<file path="src/rtl/uart_tx_engine.sv">
// UART transmit engine: 8N1/8O1/8E1 framing, LSB first,
// bit period chosen per frame from four baud divisors.
module uart_tx_engine #(
  parameter int unsigned DIV_B0 = 5208,
  parameter int unsigned DIV_B1 = 2604,
  parameter int unsigned DIV_B2 = 1302,
  parameter int unsigned DIV_B3 = 434,
  parameter int unsigned CNT_W  = 16
) (
  input  logic       PCLK,
  input  logic       PRESETn,
  input  logic       send,
  input  logic [7:0] DATA_TX,
  input  logic [1:0] parity_type,
  input  logic [1:0] baud_rate,
  output logic       TX,
  output logic       tx_active_flag,
  output logic       tx_done_flag
);

  typedef enum logic [2:0] {
    IDLE,
    START,
    DATA,
    PARITY,
    STOP
  } state_t;

  state_t           state, state_n;
  logic [CNT_W-1:0] cnt, cnt_n;
  logic [CNT_W-1:0] div_l, div_l_n, div_sel;
  logic [2:0]       idx, idx_n;
  logic [7:0]       shift_reg, shift_n;
  logic [1:0]       par_l, par_l_n;
  logic             par_bit, par_bit_n;
  logic             par_en;
  logic             send_d;
  logic             start;
  logic             bit_end;
  logic             tx_n;
  logic             done_n;

  always_comb begin
    div_sel = CNT_W'(DIV_B0);
    unique case (1'b1)
      baud_rate == 2'b01: div_sel = CNT_W'(DIV_B1);
      baud_rate == 2'b10: div_sel = CNT_W'(DIV_B2);
      baud_rate == 2'b11: div_sel = CNT_W'(DIV_B3);
      default:            div_sel = CNT_W'(DIV_B0);
    endcase
  end

  assign start   = send & ~send_d & (state == IDLE);
  assign bit_end = (cnt == div_l - 1'b1);
  assign par_en  = ^par_l;

  always_comb begin
    state_n   = state;
    cnt_n     = cnt;
    idx_n     = idx;
    shift_n   = shift_reg;
    div_l_n   = div_l;
    par_l_n   = par_l;
    par_bit_n = par_bit;
    done_n    = tx_done_flag;
    if (start) begin
      state_n   = START;
      cnt_n     = '0;
      idx_n     = '0;
      shift_n   = DATA_TX;
      div_l_n   = div_sel;
      par_l_n   = parity_type;
      par_bit_n = (parity_type == 2'b01) ? ~^DATA_TX : ^DATA_TX;
      done_n    = 1'b0;
    end else if (state != IDLE) begin
      if (!bit_end) begin
        cnt_n = cnt + 1'b1;
      end else begin
        cnt_n = '0;
        unique case (state)
          START: state_n = DATA;
          DATA: begin
            shift_n = shift_reg >> 1;
            idx_n   = idx + 1'b1;
            if (idx == 3'd7) begin
              state_n = par_en ? PARITY : STOP;
            end
          end
          PARITY: state_n = STOP;
          STOP: begin
            state_n = IDLE;
            done_n  = 1'b1;
          end
          default: state_n = IDLE;
        endcase
      end
    end
  end

  // Line level is registered from the next state, so TX has no input path.
  always_comb begin
    tx_n = 1'b1;
    unique case (state_n)
      START:   tx_n = 1'b0;
      DATA:    tx_n = shift_n[0];
      PARITY:  tx_n = par_bit_n;
      default: tx_n = 1'b1;
    endcase
  end

  always_ff @(posedge PCLK or negedge PRESETn) begin
    if (!PRESETn) begin
      state          <= IDLE;
      cnt            <= '0;
      idx            <= '0;
      shift_reg      <= '0;
      div_l          <= '0;
      par_l          <= '0;
      par_bit        <= 1'b0;
      send_d         <= 1'b0;
      TX             <= 1'b1;
      tx_active_flag <= 1'b0;
      tx_done_flag   <= 1'b0;
    end else begin
      state          <= state_n;
      cnt            <= cnt_n;
      idx            <= idx_n;
      shift_reg      <= shift_n;
      div_l          <= div_l_n;
      par_l          <= par_l_n;
      par_bit        <= par_bit_n;
      send_d         <= send;
      TX             <= tx_n;
      tx_active_flag <= (state_n != IDLE);
      tx_done_flag   <= done_n;
    end
  end

endmodule

</file>
<file path="config.mk">
export PLATFORM = sky130hd
export DESIGN_NAME = uart_tx_engine
export DESIGN_NICKNAME = d
export VERILOG_FILES = /design/src/rtl/uart_tx_engine.sv
export SDC_FILE = /design/constraint.sdc
export NUM_CORES = 1
export LEC_CHECK = 0
export CAP_MARGIN = 20
export CORE_MARGIN = 10
export CORE_UTILIZATION = 59
export CTS_CLUSTER_SIZE = 8
export DETAILED_ROUTE_END_ITERATION = 10
export GPL_TIMING_DRIVEN = 0
export HOLD_SLACK_MARGIN = 0.06
export PLACE_DENSITY = 0.8
export SETUP_SLACK_MARGIN = 0.1
export SLEW_MARGIN = 20
export SYNTH_ARGS = -nofsm -noshare
export SYNTH_HDL_FRONTEND = slang
export SYNTH_SLANG_ARGS = --single-unit
</file>
<file path="constraint.sdc">
create_clock -name PCLK -period 4.33 [get_ports PCLK]
set_input_delay 1.0825 -clock PCLK [delete_from_list [all_inputs] [get_ports PCLK]]
set_output_delay 1.0825 -clock PCLK [all_outputs]
set_load 0.01 [all_outputs]
</file>
==> impl_metrics.tcl <==
set metrics [dict create \
    status "finished clean" \
    grt_pass1_vias 2178 \
    path_buf_inv 2 \
    die_area_um2 7874 \
    cp-end-kind "register" \
    yosysSeqAreaShare_pct 41.34 \
    hpwl_um 4584 \
    clk_latency_ns 0.30 \
    syn-instance-count 309 \
    grt_use_total_pct 16.10 \
    gr-usage-met2_pct 25.80 \
    synth_compound_area_share_pct 15.98 \
    htreeDepth 2 \
    synth_mux_area_share_pct 1.302 \
    drive_above_1_share_pct 7.463 \
    place_congestion 0.8538 \
    cts.path.max_buffers 2 \
    cts_hold_buf 0 \
    ys_warn_count 0 \
    p_per_area_nw_per_um2 246.7 \
    slew_headroom_pct 36.87 \
    crit_fanout 9 \
    synth_top_family_by_area "simple AND/OR/NAND/NOR gates" \
    cts_sinks 46 \
    initialDrtViolationCount 153 \
    vias 2334 \
    hold_depth 2 \
    utilization_pct 70.36 \
    final_nets 358 \
    cts_buffers 5 \
    syn_nets 333 \
    drt_first_pass_iters 4 \
    setup_ws_ns 0.4995 \
    largest_reg_flops 16 \
    ir_worst_vdd_uv 193.0 \
    path_cells "clkbuf_1 > inv_1 > ha_1 > or4b_4 > nor2_1 > mux2i_1 > o21ai_1 > nor4_2 > nor2_1 > nor2_1 > nor2_1" \
    arrival_ns 4.01 \
    crit_family "simple AND/OR/NAND/NOR gates" \
    clk_pin_slew_worst_paths_ns 0.08 \
    slew_viol_final 0 \
    grt_max_degree 28 \
    synth-async-reset-ratio_pct 100.0 \
    finalSetupViolations 0 \
    total_power_uw 776.6 \
    mostFrequentLayoutCells "nand2_1 (46), dfrtp_1 (45), nor2_1 (26)" \
    leakage_nw 1.352 \
    pre_cts_slack_ns 0.5977 \
    area_growth_pct 12.93 \
    antenna_cells 0 \
    fin_setup_tns_ns 0 \
    synth_flop_cell "dfrtp_1" \
    drv_cap 0 \
    r2r_slack_ns 0.50 \
    r2r_start "div_l[8]" \
    r2r-end "cnt[15]" \
    fin_cells 387 \
    met1_usage_pct 20.94 \
    antenna_left 0 \
    finalHoldViolCount 0 \
    max_freq_mhz 261.1 \
    syn_area_per_cell_um2 9.022 \
    start_util_pct 62.30 \
    drc 0 \
    cts_root_buffer "clkbuf_8" \
    clock_skew_ns 0.005780 \
    viasPerCell 6.031 \
    rows 24 \
    worstMarginPinSlew_ns 0.9391 \
    worstHoldEndpoint "par_l[1]" \
    die_h_um 88.74 \
    placed_cells 379 \
    post_cts_resized 0 \
    core_area_um2 4474 \
    totalWireLength_um 6151 \
    min_period_ns 3.831 \
    die_w_um 88.74 \
    rsz0062_at_grt "false" \
    syn_area_um2 2788 \
    cp_slowest_cell "nor4_2" \
    yosysUniqueCellTypes 56 \
    fin_crit_sh_pct 88.46 \
    cp-start-kind "register" \
    hold_path.class "reg -> reg" \
    synth_edf_count 0 \
    io_pins 18 \
    r2r_cells 11 \
    ys_ff_latch 46 \
    synthXorXnorAreaFrac_pct 8.797 \
    crit_type "reg -> reg" \
    hp-start "par_l[1]" \
    grtUsageMet3_pct 4.044 \
    mostFrequentLayoutCell "nand2_1" \
    overflow 0 \
    crit_path_max_incr_delay_ns 0.86 \
    post_drt_wl_per_cell_um 15.89 \
    grt_antenna_before_repair 0 \
    cp.required_ns 4.51 \
    grt_first_pass_wirelength_um 10230 \
    cts_tree "done" \
    path_common_cell "nor2_1" \
    postCtsSetupBuffers 0 \
    io_buffer_count 17 \
    grt.busiest_layer "met2" \
    yosys.area_share.simple_pct 25.00 \
    synth_adder_area_share_pct 4.039 \
]
==> power breakdown <==
group          switching (mW)  internal, mW
combinational          0.0214        0.0235
sequential           0.000334         0.430
clock                   0.140         0.161
==> worst max-delay path by stage <==
stage / slack (ns) / depth (start not counted) / start / end
5_1_grt: 0.32 / 11 / div_l[8] / cnt[11]
3_5_place_dp: 0.60 / 11 / div_l[8] / TX
2_1_floorplan: 1.09 / 10 / div_l[8] / tx_active_flag
4_1_cts: 0.53 / 11 / div_l[8] / TX
3_3_place_gp: 0.66 / 11 / div_l[8] / cnt[15]
6_report: 0.50 / 11 / div_l[8] / cnt[15]
==> cells in the mapped netlist, types with 7 or more instances <==
| library cell | number | area share (%) |
|---|---|---|
| dfrtp_1 | 45 | 40 |
| nand3_1 | 12 | 2.2 |
| ha_1 | 9 | 4.0 |
| o31ai_1 | 7 | 1.9 |
| o21ai_0 | 21 | 3.8 |
| a21oi_1 | 8 | 1.4 |
| clkbuf_1 | 12 | 1.6 |
| xnor2_1 | 17 | 5.3 |
| xor2_1 | 11 | 3.5 |
| nor2_1 | 26 | 3.5 |
| and3_1 | 8 | 1.8 |
| nand2_1 | 46 | 6.2 |
| and2_1 | 7 | 1.6 |
| inv_1 | 9 | 1.2 |
==> metrics by stage <==
| step | hold WS [ns] | cell area, µm² |
|---|---|---|
| 2_1_floorplan | 0.4584 | 2788 |
| 3_3_place_gp | 0.4826 | 3023 |
| 3_5_place_dp | 0.4862 | 3038 |
| 4_1_cts | 0.5060 | 3148 |
| 5_1_grt | 0.5377 | 3148 |
| 6_report | 0.5044 | 3148 |
==> metal layers <==
metal	vias to the layer above	part of all wire [%]
met5	-	0
met4	0	1.2
met3	8	5.1
met2	64	47
met1	1110	46
li1	1152	-
==> logic make-up after synthesis <==
family	Yosys count
buffers and inverters	24
AO/OA/AOI/OAI	63
XOR/XNOR	28
AND/OR/NAND/NOR	136
multiplexers	3
adder cells (fa/ha/maj)	9
flip-flops	46
==> worst register-to-register path, cell delays in order, from the launching register on <==
cell,delay [ns]
dfrtp_1,0.37
clkbuf_1,0.20
inv_1,0.14
ha_1,0.27
or4b_4,0.53
nor2_1,0.25
mux2i_1,0.22
o21ai_1,0.17
nor4_2,0.86
nor2_1,0.29
nor2_1,0.33
nor2_1,0.10
==> cell type report <==
type | count | area, µm²
Multi-Input combinational cell | 239 | 1536
Fill cell | 344 | 1326
Sequential cell | 46 | 1152
Timing Repair Buffer | 18 | 185.2
Clock buffer | 8 | 110.1
Buffer | 15 | 65.06
Tap cell | 52 | 65.06
Inverter | 9 | 33.78
(Power assumes the default switching activity.)
